`src/rtl/log_mult_pkg.sv`:
```
// log_mult_pkg: definitions shared by the log-domain adder and the
// antilog (inverse-conversion) stage of the Mitchell log multiplier.
//   kw_w(width)   : characteristic width, $clog2(width)+1
//   prod_w(width) : product width, 2*width
//   s1_payload_t  : stage-1 payload {zero, e, m}. The fields are sized for
//                   the widest supported operand (16 bits). Narrower
//                   configurations zero-extend into them.
package log_mult_pkg;

  function automatic int kw_w(input int width);
    return $clog2(width) + 1;
  endfunction

  function automatic int prod_w(input int width);
    return 2 * width;
  endfunction

  localparam int LM_MAX_WIDTH = 16;
  localparam int LM_E_W       = kw_w(LM_MAX_WIDTH);
  // m is KEEP_WIDTH+1 bits, and KEEP_WIDTH < WIDTH, so WIDTH bits always hold it.
  localparam int LM_M_W       = LM_MAX_WIDTH;

  typedef struct packed {
    logic              zero;
    logic [LM_E_W-1:0] e;
    logic [LM_M_W-1:0] m;
  } s1_payload_t;

endpackage

```
`src/rtl/antilog_conv_if.sv`:
```
// antilog_conv_if: handshake bundle around the antilog stage.
//   in_valid/in_ready   : upstream beat handshake
//   in_sum_k            : summed characteristic k1+k2
//   in_sum_x            : x1_t+x2_t+1; the MSB is the mantissa carry
//   in_zero             : forces a zero product
//   out_valid/out_ready : downstream product handshake
//   out_product         : approximate product, 2*WIDTH bits
// Modport slave is the antilog stage itself. Modport master is its
// environment, which combines the upstream adder and the downstream register.
interface antilog_conv_if #(
  parameter int WIDTH      = 16,
  parameter int KEEP_WIDTH = 5
) ();
  import log_mult_pkg::*;

  localparam int KW = kw_w(WIDTH);
  localparam int PW = prod_w(WIDTH);

  logic                  in_valid;
  logic                  in_ready;
  logic [KW-1:0]         in_sum_k;
  logic [KEEP_WIDTH:0]   in_sum_x;
  logic                  in_zero;
  logic                  out_valid;
  logic                  out_ready;
  logic [PW-1:0]         out_product;

  modport slave (
    input  in_valid, in_sum_k, in_sum_x, in_zero, out_ready,
    output in_ready, out_valid, out_product
  );

  modport master (
    output in_valid, in_sum_k, in_sum_x, in_zero, out_ready,
    input  in_ready, out_valid, out_product
  );

endinterface

```
`src/rtl/antilog_shift.sv`:
```
// antilog_shift: combinational mantissa restoration shifter.
//   m       : restored mantissa {1, f}, zero-extended into the payload field
//   e       : exponent, k plus the mantissa carry
//   product : ((m << e) >> KEEP_WIDTH), keeping the low 2*WIDTH bits.
//             The fractional bits are truncated and not rounded.
module antilog_shift import log_mult_pkg::*; #(
  parameter int WIDTH      = 16,
  parameter int KEEP_WIDTH = 5
) (
  input  logic [LM_M_W-1:0]        m,
  input  logic [LM_E_W-1:0]        e,
  output logic [prod_w(WIDTH)-1:0] product
);

  localparam int PW = prod_w(WIDTH);
  localparam int IW = 2 * WIDTH + KEEP_WIDTH + 1;

  logic [IW-1:0] m_ext;

  always_comb begin
    m_ext   = IW'(m);
    // For legal inputs, no bit above 2*WIDTH-1 is ever set after the shift,
    // so discarding the upper bits loses nothing.
    product = PW'((m_ext << e) >> KEEP_WIDTH);
  end

endmodule

```
`src/rtl/antilog_conv.sv`:
```
// antilog_conv: inverse conversion for the Mitchell log multiplier, built as
// a two-stage valid/ready pipeline.
//   clk   : rising-edge clock
//   rst_n : asynchronous active-low reset
//   bus   : antilog_conv_if.slave. It takes in_* beats from the log-domain
//           adder and gives out_* products to the output register.
// Stage 1 splits in_sum_x into the carry and the fraction. It registers
// e = k + c and m = {1, f}. Stage 2 shifts and truncates the product, forces
// it to zero when needed, and registers it.
// Each stage advances when its downstream side can take data, so the pipe
// holds at most 2 beats.
module antilog_conv import log_mult_pkg::*; #(
  parameter int WIDTH      = 16,
  parameter int KEEP_WIDTH = 5
) (
  input logic           clk,
  input logic           rst_n,
  antilog_conv_if.slave bus
);

  localparam int KW = kw_w(WIDTH);
  localparam int PW = prod_w(WIDTH);

  logic                  adv1, adv2;
  logic                  carry;
  logic [KEEP_WIDTH-1:0] frac;
  logic [KW-1:0]         e_in;

  s1_payload_t           s1_d, s1_q;
  logic                  s1_valid_d, s1_valid_q;
  logic                  s2_valid_d, s2_valid_q;
  logic [PW-1:0]         product_d, product_q;
  logic [PW-1:0]         shifted;

  antilog_shift #(
    .WIDTH      (WIDTH),
    .KEEP_WIDTH (KEEP_WIDTH)
  ) u_shift (
    .m       (s1_q.m),
    .e       (s1_q.e),
    .product (shifted)
  );

  always_comb begin
    adv2  = !s2_valid_q || bus.out_ready;
    adv1  = !s1_valid_q || adv2;

    carry = bus.in_sum_x[KEEP_WIDTH];
    frac  = bus.in_sum_x[KEEP_WIDTH-1:0];
    e_in  = bus.in_sum_k + KW'(carry);

    s1_d       = s1_q;
    s1_valid_d = s1_valid_q;
    if (adv1) begin
      s1_valid_d = bus.in_valid;
      s1_d.zero  = bus.in_zero;
      s1_d.e     = LM_E_W'(e_in);
      s1_d.m     = LM_M_W'({1'b1, frac});
    end

    // An empty stage 1 moves into stage 2 as a bubble. The product register
    // may then load unused data, but out_valid stays low.
    product_d  = product_q;
    s2_valid_d = s2_valid_q;
    if (adv2) begin
      s2_valid_d = s1_valid_q;
      product_d  = s1_q.zero ? '0 : shifted;
    end
  end

  always_ff @(posedge clk or negedge rst_n) begin
    if (!rst_n) begin
      s1_q       <= '0;
      s1_valid_q <= 1'b0;
      s2_valid_q <= 1'b0;
      product_q  <= '0;
    end else begin
      s1_q       <= s1_d;
      s1_valid_q <= s1_valid_d;
      s2_valid_q <= s2_valid_d;
      product_q  <= product_d;
    end
  end

  assign bus.in_ready    = adv1;
  assign bus.out_valid   = s2_valid_q;
  assign bus.out_product = product_q;

endmodule

```
`src/flat_wrapper.sv`:
```
// flat-port wrapper written by rule: the top's interface ports become plain ports
module antilog_conv_flat import log_mult_pkg::*;
#(
  parameter int WIDTH      = 16,
  parameter int KEEP_WIDTH = 5
)
  (clk, rst_n, bus_in_valid, bus_in_sum_k, bus_in_sum_x, bus_in_zero, bus_out_ready, bus_in_ready, bus_out_valid, bus_out_product);
  antilog_conv_if #(.WIDTH(WIDTH), .KEEP_WIDTH(KEEP_WIDTH)) bus_i ();
  input logic clk;
  input logic rst_n;
  input wire logic [$bits(bus_i.in_valid)-1:0] bus_in_valid;
  input wire logic [$bits(bus_i.in_sum_k)-1:0] bus_in_sum_k;
  input wire logic [$bits(bus_i.in_sum_x)-1:0] bus_in_sum_x;
  input wire logic [$bits(bus_i.in_zero)-1:0] bus_in_zero;
  input wire logic [$bits(bus_i.out_ready)-1:0] bus_out_ready;
  output wire logic [$bits(bus_i.in_ready)-1:0] bus_in_ready;
  output wire logic [$bits(bus_i.out_valid)-1:0] bus_out_valid;
  output wire logic [$bits(bus_i.out_product)-1:0] bus_out_product;
  assign bus_i.in_valid = bus_in_valid;
  assign bus_i.in_sum_k = bus_in_sum_k;
  assign bus_i.in_sum_x = bus_in_sum_x;
  assign bus_i.in_zero = bus_in_zero;
  assign bus_i.out_ready = bus_out_ready;
  assign bus_in_ready = bus_i.in_ready;
  assign bus_out_valid = bus_i.out_valid;
  assign bus_out_product = bus_i.out_product;
  antilog_conv #(.WIDTH(WIDTH), .KEEP_WIDTH(KEEP_WIDTH)) u_core (.clk(clk), .rst_n(rst_n), .bus(bus_i));
endmodule
```
`config.mk`:
```
export PLATFORM = sky130hd
export DESIGN_NAME = antilog_conv_flat
export DESIGN_NICKNAME = d
export VERILOG_FILES = /design/src/rtl/log_mult_pkg.sv /design/src/rtl/antilog_conv_if.sv /design/src/rtl/antilog_shift.sv /design/src/rtl/antilog_conv.sv /design/src/flat_wrapper.sv
export SDC_FILE = /design/constraint.sdc
export NUM_CORES = 1
export LEC_CHECK = 0
export CAP_MARGIN = 10
export CORE_MARGIN = 4
export CORE_UTILIZATION = 30
export CTS_CLUSTER_SIZE = 14
export DETAILED_ROUTE_END_ITERATION = 8
export PLACE_DENSITY_LB_ADDON = 0.3
export RECOVER_POWER = 25
export SYNTH_ARGS = -nofsm -noshare
export SYNTH_HDL_FRONTEND = slang
export SYNTH_SLANG_ARGS = --single-unit
export TNS_END_PERCENT = 30
```
`constraint.sdc`:
```
create_clock -name clk -period 1.7 [get_ports clk]
set_clock_uncertainty 0.1 [all_clocks]
set_input_delay 0.425 -clock clk [delete_from_list [all_inputs] [get_ports clk]]
set_output_delay 0.425 -clock clk [all_outputs]
set_load 0.02 [all_outputs]
```
After elaboration in Yosys (flattened, before gate mapping). Index checks and enable logic that the tools add are counted.

Input bits: 16. Output and inout port bits: 34. Flip-flop bits (word level): 46. Word-level logic and storage cells: 13.

Multiplexer cells: 1. $add $sub $neg: 1. Shifts and indexed selects: 1. Reductions and logical operators: 4.

Operators by type and width (count): $shl A6 B5 Y37 (1); $mux W32 (1); $add A5 B1 Y5 (1); $logic_not A1 Y1 (2); $logic_or A1 B1 Y1 (2).

Logic depth before layout (Yosys ltp).
Depth in word-level cells: 3. Depth in mapped cells: 6. Depth with buffers taken out: 5.

Cells and area by module. Synthesis repeated with hierarchy kept, for this count alone.

Cells, all modules: 342. Area total of the unflattened synthesis: 3190.6 µm².

By module, submodules not included: antilog_conv (instances 1, cells an instance 182, seq. area each 1151.1 µm², area an instance 1938.1 µm²); antilog_shift (instances 1, cells an instance 160, seq. area each 0.0 µm², area an instance 1252.5 µm²).

Least setup slack after synthesis. OpenSTA, ideal clock, no wires.

Path kind: register to register. Start: register u_core.s2_valid_q, in the netlist u_core.bus.out_valid. End: register u_core.s1_q[17] (netlist name). Arrival: 1456 ps. Buffers on the path: 2. Clock period less this slack: 1683 ps. Cell stages (with the launch flop): 6. Setup time: 128 ps. Setup slack: 17 ps. Cells stage by stage: dfrtp_1 nor2b_1 buf_2 nand2_2 buf_2 mux2_1.

Longest elaborated chain between the ends: 3.

Ends and longest elaborated chain: start, declared (RTL line antilog_conv.sv:31) `logic s2_valid_d, s2_valid_q;`; start signal, assigned (RTL line antilog_conv.sv:80) `s2_valid_q <= s2_valid_d;`; $logic_not A1 Y1 (RTL line antilog_conv.sv:45) `adv2 = !s2_valid_q || bus.out_ready;`; $logic_or A1 B1 Y1 (RTL line antilog_conv.sv:45); $logic_or A1 B1 Y1 (RTL line antilog_conv.sv:46) `adv1 = !s1_valid_q || adv2;`; net bus_in_ready (RTL line flat_wrapper.sv:16) `output wire logic [$bits(bus_i.in_ready)-1:0] bus_in_ready;`; end signal, assigned (RTL line antilog_conv.sv:73) `s1_q <= '0;`; end signal, assigned (RTL line antilog_conv.sv:78) `s1_q <= s1_d;`; end, declared (RTL line antilog_conv.sv:29) `s1_payload_t s1_d, s1_q;`.

The timed path passes the listed nets, and every way through them passes these cells. A chain may end at the register's enable or synchronous reset.

Final worst setup path.
Start: register u_core.s2_valid_q, in the netlist u_core.bus.out_valid. End: output port bus_out_valid.

RTL lines: end, declared (RTL line flat_wrapper.sv:17) `output wire logic [$bits(bus_i.out_valid)-1:0] bus_out_valid;`.

No word-level cell between the ends.

==> impl_metrics.tcl <==
set metrics [dict create \
    period_minus_slack_ps 1647 \
    synth-compound-area-share 0.1465 \
    gp_congestion 0.8515 \
    fp.dieH_um 93.53 \
    muxShareOfSynthArea 0.09236 \
    wl_per_cell_um 14.28 \
    critPathRequiredTime_ps 1170 \
    cts_buffer_depth 2 \
    max_clock_freq_mhz 607.0 \
    power_uw 2860 \
    antenna_found_initial 0 \
    gr-usage-all-layers 0.1269 \
    vias 1752 \
    critical_path_class "reg -> out" \
    firstDrtPassIters 4 \
    synth_xor_xnor_area_share 0.01197 \
    synthArstFlopShare 1.000 \
    max_slew_margin 0.2642 \
    layout_setup_ws_ps 52.52 \
    grt_start_max_net_pins 47 \
    yosysSeqAreaShare 0.5245 \
    synthFlopType "dfrtp_1" \
    status "finished, final reports clean" \
    netlist.area_leader.share 0.5245 \
    fp-row-count 30 \
    cts_tree "yes" \
    drt.antenna.violating_nets 0 \
    finalNetCount 289 \
    post-place-ws_ps -477.8 \
    synth_fa_ha_area_frac 0.01140 \
    grt_pass1_wl_um 8631 \
    fin_crit_sh 0.9691 \
    clkLatencyLatePin_ps 290 \
    synth-edff-count 0 \
    holdWs_ps 316.3 \
    reg2reg_slack_ps 70 \
    antennaDiodeCount 0 \
    cts_made_buffers 5 \
    synth_area_mm2 0.002195 \
    dieArea_mm2 0.008748 \
    placed_cells 356 \
    crit_arrival_ps 1120 \
    dpl.hpwl_um 3774 \
    grt-ovfl-total 0 \
    layoutNonFillerInstCount 367 \
    start_util 0.3160 \
    drt_iter0_drc 109 \
    hold_path_class "in -> async" \
    wl_um 5239 \
    grt_pass1_vias 1736 \
    maxCapViolCount 0 \
    ios 50 \
    cts_hold_buf 0 \
    h-tree-depth 2 \
    finalCoreUtilization 0.4337 \
    hold_violations 0 \
    ys_ff_latch 46 \
    core_area_mm2 0.006944 \
    power_density_mw_per_mm2 949.6 \
    p_leak_uw 0.001450 \
    viasPerCell 4.774 \
    slew_viol_final 0 \
    die-width_um 93.53 \
    drive_above_1_share 0.2214 \
    io_buffers 49 \
    syn2layout_area_growth_pct 37.23 \
    setup_viol_count_final 0 \
    n_fill_cell 696 \
    clkTransAtPathRegs_ps 80 \
    crit_path_end_kind "primary output" \
    vdd_drop_max_mv 0.3345 \
    ys_warn_count 0 \
    syn_inst 202 \
    yosys.area.top_type "dfrtp_1" \
    synth_top_family_by_area "simple AND/OR/NAND/NOR gates" \
    synthSimpleGateAreaFrac 0.1756 \
    synth_cell_types 48 \
    syn_nets 220 \
    synthTopCellsByArea "dfrtp_1 52%, nand2_1 4.8%, mux2_2 3.6%" \
    cts_num_sinks 46 \
    synth.avg_cell_area_um2 10.86 \
    max_slew.worst_pin.slew_ps 1104 \
    rsz0062_at_grt "true" \
    cp-start-kind "flop" \
    drcViolationCount 0 \
    cts-root-buf "clkbuf_8" \
    critical_path_peak_fanout 2 \
]
synth_stat cells, types with 3 or more instances:
cell type and instances:
dfrtp_1 46, nand2_1 28, nor2_1 12, o21ai_0 12, mux2_2 7, mux2i_1 7
nand2b_1 7, nand3_1 7, a221o_1 6, buf_2 6, o221ai_1 6, nor3_1 5
a21oi_1 3, clkbuf_1 3, o21ai_1 3
registers in the layout, summed over array words and instances (netlist names):
register	flops
u_core.bus.out_valid	1
u_core.s1_valid_q	1
u_core.bus.out_product	32
u_core.s1_q	12
metal layers:
metal	GRT usage	share of wire	vias up
met4	0.05174	0.022	0
li1	-	-	873
met3	0.03379	0.060	8
met1	0.1735	0.47	820
met2	0.1900	0.45	51
met5	0	0	-
report_power, final:
part	internal (uW)	switching, uW
clock network	470	346
logic	351	420
registers	1190	85.1
cell families after synthesis:
| group | count (synthesis) |
|---|---|
| fa+ha+maj | 2 |
| buf+inv | 13 |
| simple gates | 76 |
| compound gates | 44 |
| mux | 18 |
| xor+xnor | 3 |
| flops | 46 |
area by class of cell:
cell class | count | area (um2) | area share
multi-input combinational | 143 | 992.2 | 0.3295
timing repair buffer | 75 | 634.4 | 0.2106
clock inverter | 1 | 30.03 | 0.009971
clock buffer | 6 | 82.58 | 0.02742
tap | 96 | 120.1 | 0.03988
sequential | 46 | 1152 | 0.3826
critical path, stage by stage (launching register included):
cell	delay [ps]
dfrtp_1	380
buf_4	140
dlygate4sd2_1	310
timing repair:
item,in CTS,in global routing
cloned,0,0
pin swaps,0,1
endpoints found under the setup margin,60,16
setup buffers,0,4
endpoints found under the hold margin,0,0
resized for setup,40,8
worst paths after layout:
check,startpoint,end,depth (start not counted)
max in group asynchronous,rst_n,u_core.s1_q[16],2
min in group clk,u_core.bus.out_product[24],u_core.bus.out_product[24],2
max,u_core.bus.out_valid,bus_out_valid,2
min reg2reg,u_core.bus.out_product[24],u_core.bus.out_product[24],2
min,rst_n,u_core.bus.out_product[14],2
max reg2reg,u_core.s1_q[16],u_core.bus.out_product[6],5
placed cells by master, fill, tap and decap left out, types with 6 or more instances in the layout:
| cell | instances |
|---|---|
| dfrtp_1 | 45 |
| nand2b_1 | 6 |
| dlygate4sd2_1 | 33 |
| clkbuf_8 | 6 |
| mux2i_1 | 6 |
| mux2_2 | 7 |
| nand2_1 | 28 |
| clkdlybuf4s50_1 | 13 |
| nor2_1 | 12 |
| nand3_1 | 7 |
| o221ai_1 | 6 |
| o21ai_0 | 10 |
| a221o_1 | 6 |
| buf_4 | 25 |
through the flow:
| step | setup TNS [ps] | cell area [um2] |
|---|---|---|
| 3_3_place_gp | -10880 | 2898 |
| 3_5_place_dp | -11550 | 2898 |
| 5_1_grt | -88.98 | 3012 |
| 2_1_floorplan | 0 | 2195 |
| 4_1_cts | -69.92 | 2972 |
| 6_report | 0 | 3012 |
Note: power is estimated with default switching activity, not from simulation.
==> variant 1, RTL diff (config.mk and constraints unchanged) <==
`KEEP_WIDTH` is set to 5 in 4 places; all go to 4.
--- a/src/rtl/antilog_conv_if.sv
+++ b/src/rtl/antilog_conv_if.sv
@@ -9,7 +9,7 @@
 // environment, which combines the upstream adder and the downstream register.
 interface antilog_conv_if #(
   parameter int WIDTH      = 16,
-  parameter int KEEP_WIDTH = 5
+  parameter int KEEP_WIDTH = 4
 ) ();
   import log_mult_pkg::*;
 
--- a/src/rtl/antilog_shift.sv
+++ b/src/rtl/antilog_shift.sv
@@ -5,7 +5,7 @@
 //             The fractional bits are truncated and not rounded.
 module antilog_shift import log_mult_pkg::*; #(
   parameter int WIDTH      = 16,
-  parameter int KEEP_WIDTH = 5
+  parameter int KEEP_WIDTH = 4
 ) (
   input  logic [LM_M_W-1:0]        m,
   input  logic [LM_E_W-1:0]        e,
--- a/src/rtl/antilog_conv.sv
+++ b/src/rtl/antilog_conv.sv
@@ -11,7 +11,7 @@
 // holds at most 2 beats.
 module antilog_conv import log_mult_pkg::*; #(
   parameter int WIDTH      = 16,
-  parameter int KEEP_WIDTH = 5
+  parameter int KEEP_WIDTH = 4
 ) (
   input logic           clk,
   input logic           rst_n,
--- a/src/flat_wrapper.sv
+++ b/src/flat_wrapper.sv
@@ -2,7 +2,7 @@
 module antilog_conv_flat import log_mult_pkg::*;
 #(
   parameter int WIDTH      = 16,
-  parameter int KEEP_WIDTH = 5
+  parameter int KEEP_WIDTH = 4
 )
   (clk, rst_n, bus_in_valid, bus_in_sum_k, bus_in_sum_x, bus_in_zero, bus_out_ready, bus_in_ready, bus_out_valid, bus_out_product);
   antilog_conv_if #(.WIDTH(WIDTH), .KEEP_WIDTH(KEEP_WIDTH)) bus_i ();
Interface: changed (resized bus_in_sum_x); port bits go from 50 to 49. The function was not compared with the original's and may differ.
==> variant 1 against the original RTL <==
Sequential cell count is 1 lower; critical path depth grew 3; wire length down 9.0%; total power decreased by 5.3%; first-iteration DRC count shrank 32%; combinational power decreased by 15%; synthesized area shrank 6.2%; utilization is 0.40 points higher; via count is 9.0% lower; design area is 5.6% lower; setup slack improved by 0.038 ns; cell count shrank 11%; non-clock buffer count decreased by 9; critical path type is now reg2reg; largest cell class unchanged.
==> variant 1: results (changes against the original RTL) <==
[routing]
iter_0_drt_violations=74  ; -32%
detailroute.via_count=1595  ; -9.0%
drt-wirelength-per-cell_microns=14.5  ; +1.8%

[setup_path]
crit_fanout=5  ; +3
timing.critical_path.slowest_cell_delay_ns=0.42  ; +0.04 ns
setup_slack_of_the_worst_register_to_register_path_ns=0.09  ; +0.02 ns
worst_r2r_path_depth=5  ; unchanged
worst_r2r_endpoint=u_core.bus.out_product[13]$_DFFE_PN0P_
slowest_stage_cell_cp=or4_4
cp_data_arrival_time_ns=1.72  ; +0.60 ns

[place]
dp_cells=319  ; -10%
post_dp_cell_area_sq_mm=0.00272  ; -6.3%
place.port_buffers=48  ; -2.0%
routabilityCongestion=0.848  ; -0.46%
place_hpwl_microns=3640  ; -3.5%

[final_layout]
layoutNonFillerInstCount=328  ; -11%
num_antenna_cells=0  ; unchanged
final.fill_count=648  ; -6.9%
nets=267  ; -7.6%
flip_flop_count_of_the_largest_register_after_layout=32  ; unchanged
proportion_of_layout_cells_with_a_drive_suffix_above_1=0.223  ; +0.00171
final_core_util=0.438  ; +0.00399

[clock_network]
postCtsSetupRepairBufs=0  ; unchanged
path_clk_slew_ns=0.08  ; about the same
tritoncts.num_buffers=5  ; unchanged
worstSkewPairLatency_ns=0.29  ; about the same

[global_routing]
grt_max_degree=38  ; -19%
grt_first_pass_wirelength_microns=8010  ; -7.2%
grt.total_usage=0.119  ; -0.00784

[synth]
synth.top_cells.by_area=dfrtp_1 55%, nand2_1 6.9%, o21ai_1 5.8%
synth_fp_nets=206  ; -6.4%
ys_async_sr_fraction=1.00  ; unchanged
post_synth_most_frequent_cells=45 x dfrtp_1, 38 x nand2_1, 24 x o21ai_1
ys_types=38  ; -21%
post_synth.cell_area_avg_sq_um=10.9  ; +0.24%
seq_area_frac_synth=0.547  ; +0.0226

[sta]
worst_pin_slew_ns=0.451  ; -0.652 ns

[min_path]
min-delay-path-class=reg2reg

[power]
power_leakage_nw=1.37  ; -5.2%
peakVddDrop_mv=0.462  ; +38%
total_switching_power_mw=0.792  ; -7.0%

[status]
run_status=finished, final reports clean

-- variant 1: cell count changes after synthesis, sizes merged, moves of 3 or more --
cell    delta
a221o      -6
inv        +3
o21ai      +8
buf        -5
nor3       -6
nor2       -9
clkbuf     +4
nand2      +9
o221ai     +3
or4        +3
nand3      -4
-- variant 1: kinds of logic after synthesis --
group,count (synthesis),share of synthesized area
multiplexers,15,0.0778
AO/OA/AOI/OAI,45,0.157
buffers and inverters,16,0.0359
flip-flops,45,0.547
XOR/XNOR,3,0.0128
AND/OR/NAND/NOR,63,0.157
adder cells (fa/ha/maj),2,0.0122
-- variant 1: power by group through the flow --
stage / sequential [mW] / combinational [mW] / clock [mW]
finish: 1.23 / 0.656 / 0.818
global placement: 1.25 / 0.673 / 0
detailed placement: 1.26 / 0.682 / 0
floorplan: 1.29 / 0.313 / 0
CTS: 1.23 / 0.660 / 0.839
global route: 1.25 / 0.717 / 0.877
-- variant 1: what timing repair did --
action / CTS / global route
resized for setup: 44 / 9
hold buffers: 1 / 0
endpoints found under the hold margin: 18 / 0
endpoints found under the setup margin: 46 / 29
pin swaps: 2 / 1
cloned: 0 / 0
-- variant 1: cell type report --
cell class | count | share of cell area
Sequential cell | 45 | 0.397
Multi-Input combinational cell | 128 | 0.320
Timing Repair Buffer | 66 | 0.203
Tap cell | 77 | 0.0339
Clock buffer | 7 | 0.0304
Clock inverter | 1 | 0.0106
Inverter | 4 | 0.00572
-- variant 1: critical path: cells and delay by family, from the launching register on --
family | cells | cell delay (ns)
AOI/OAI and AO/OA | 1 | 0.16
buffers and inverters | 1 | 0.14
DFF | 1 | 0.37
and+or+nand+nor | 3 | 0.76
-- variant 1: how the worst max path moves through the flow --
stage | to | cells past startpoint
after floorplan | u_core.bus.out_product[15]$_DFFE_PN0P_ | 5
after global placement | bus_in_ready | 4
after detailed placement | bus_in_ready | 4
after CTS | bus_in_ready | 4
after global routing | u_core.s1_q[19]$_DFFE_PN0P_ | 3
final | u_core.bus.out_product[13]$_DFFE_PN0P_ | 5
-- variant 1: per-stage QoR --
step	hold WS, ns	setup slack (ns)
after floorplan	0.0294	0.0231
after global placement	0.292	-0.495
after detailed placement	0.297	-0.482
after CTS	0.371	-0.0659
after global routing	0.407	0.0110
final	0.383	0.0908
-- variant 1: layer usage --
layer,vias to the layer above,global-route usage,share of wire
li1,794,-,-
met1,747,0.162,0.47
met2,48,0.184,0.45
met3,6,0.0350,0.064
met4,0,0.0327,0.011
met5,-,0,0
==> variant 2, RTL diff (config.mk and constraints unchanged) <==
Made on the original files. Make the reset (`rst_n`) synchronous in one clocked block. Comments in the files are not updated.
--- a/src/rtl/antilog_conv.sv
+++ b/src/rtl/antilog_conv.sv
@@ -68,7 +68,7 @@
     end
   end
 
-  always_ff @(posedge clk or negedge rst_n) begin
+  always_ff @(posedge clk) begin
     if (!rst_n) begin
       s1_q       <= '0;
       s1_valid_q <= 1'b0;
Function: differs if rst_n is asserted again (counterexample within 4 cycles, from zero or initial values and one cycle with rst_n low); with rst_n held inactive, the same outputs for 10 cycles.
==> variant 2 against the original RTL <==
Non-clock buffer count rose by 4; setup slack got worse by 0.0068 ns; count of clock-buffer cells in the layout rose by 1; global-route usage rose by 1.4 points; design area fell by 1.5%; sequential cell count did not move; wire length rose by 6.0%; synthesized area fell by 2.3%; via count rose by 14%; register-to-register slack got worse by 0.02 ns; total power fell by 22%.
==> variant 2: results (changes against the original RTL) <==
[status]
run_status=finished, final reports clean

[setup_path]
worst_r2r_endpoint=u_core.bus.out_product[11]$_SDFFE_PN0P_
cp_data_arrival_time_ns=1.79  ; +0.67 ns
crit_fanout=13  ; +11
setup_slack_of_the_worst_register_to_register_path_ns=0.05  ; -0.02 ns
r2r-start=u_core.s1_q[17]$_SDFFE_PN0P_

[global_routing]
via_count_of_the_first_global_routing_pass=2042  ; +18%
grt_first_pass_wirelength_microns=9750  ; +13%
grt.total_usage=0.141  ; +0.0137
grt_max_degree=34  ; -28%

[routing]
via_per_inst=4.90  ; +2.7%
drt-wirelength-per-cell_microns=13.7  ; -4.2%
iter_0_drt_violations=54  ; -50%
route.antenna.remaining_nets=0  ; unchanged

[final_layout]
nets=327  ; +13%
final.fill_count=703  ; +1.0%

[sta]
timing.final.crit_period_ns=1.65  ; +0.00676 ns
worst_pin_slew_ns=0.363  ; -0.741 ns

[clock_network]
tritoncts.num_buffers=5  ; unchanged

[synth]
seq_area_frac_synth=0.430  ; -0.0949
synth_fp_nets=263  ; +20%
ys_types=50  ; +4.2%
synthFlopType=dfxtp_1
post_synth_most_frequent_cells=46 x dfxtp_1, 41 x nand2_1, 20 x a21oi_1
synth.top_cells.by_area=dfxtp_1 43%, nand2_1 7.2%, a21oi_1 4.7%
ys_async_sr_fraction=0  ; -1.00

[place]
dp_slack_ns=-0.802  ; -0.325 ns
place_hpwl_microns=4140  ; +9.8%
post_dp_cell_area_sq_mm=0.00288  ; -0.69%
routabilityCongestion=0.847  ; -0.52%

[min_path]
min-delay-path-class=reg2reg

[power]
power_leakage_nw=1.23  ; -15%
peakVddDrop_mv=0.349  ; +4.3%

## variant 2: area by class of cell
cell class | instances | share of cell area
Multi-Input combinational cell | 173 | 0.380
Tap cell | 96 | 0.0405
Inverter | 4 | 0.00506
Timing Repair Buffer | 79 | 0.232
Clock buffer | 7 | 0.0291
Clock inverter | 1 | 0.00169
Sequential cell | 46 | 0.311
## variant 2: per-stage QoR
| stage | std cells | total power, mW | setup TNS, ns | hold WS, ns |
|---|---|---|---|---|
| after floorplan | 245 | 1.39 | 0 | 0.333 |
| after CTS | 406 | 2.25 | 0 | 0.361 |
| after detailed placement | 398 | 1.57 | -17.35 | 0.349 |
| after global routing | 406 | 2.35 | -0.0160 | 0.387 |
| after global placement | 398 | 1.56 | -16.44 | 0.346 |
| final | 406 | 2.23 | 0 | 0.358 |
## variant 2: worst max-delay path by stage
stage	endpoint	start
after floorplan	bus_in_ready	bus_out_ready
after global placement	bus_in_ready	bus_out_ready
after detailed placement	bus_in_ready	bus_out_ready
after CTS	u_core.bus.out_product[11]$_SDFFE_PN0P_	u_core.s1_q[17]$_SDFFE_PN0P_
after global routing	u_core.bus.out_product[11]$_SDFFE_PN0P_	u_core.s1_q[17]$_SDFFE_PN0P_
final	u_core.bus.out_product[11]$_SDFFE_PN0P_	u_core.s1_q[17]$_SDFFE_PN0P_
## variant 2: report_power, final
group          total, mW  internal (mW)  switching, mW
sequential          1.15           1.11         0.0350
combinational      0.399          0.195          0.203
clock              0.681          0.328          0.352
total               2.23           1.64          0.590
## variant 2: worst max-delay path, cell delays in order, from the launching register on
cell and delay, ns:
dfxtp_2 0.35, buf_12 0.15, nand2b_1 0.15, or4_1 0.41, a211o_1 0.33, a21oi_2 0.11
## variant 2: what timing repair did
item                                    in CTS  in global routing
hold buffers                                 0                  0
resized for setup                           46                 10
endpoints found under the setup margin      65                 23
endpoints found under the hold margin        0                  0
buffers inserted                             0                  0
cloned                                       0                  0
pin swaps                                    1                  0
## variant 2: kinds of logic after synthesis
family | share of synthesized area
xor+xnor | 0.0123
simple gates | 0.192
flops | 0.430
mux | 0.0747
fa+ha+maj | 0.0117
compound gates | 0.219
buf+inv | 0.0601
## variant 2: per-layer routing
layer	track usage	wire length, microns
met5	0	0
met4	0.0458	95
met3	0.0374	290
met2	0.233	2570
met1	0.176	2590
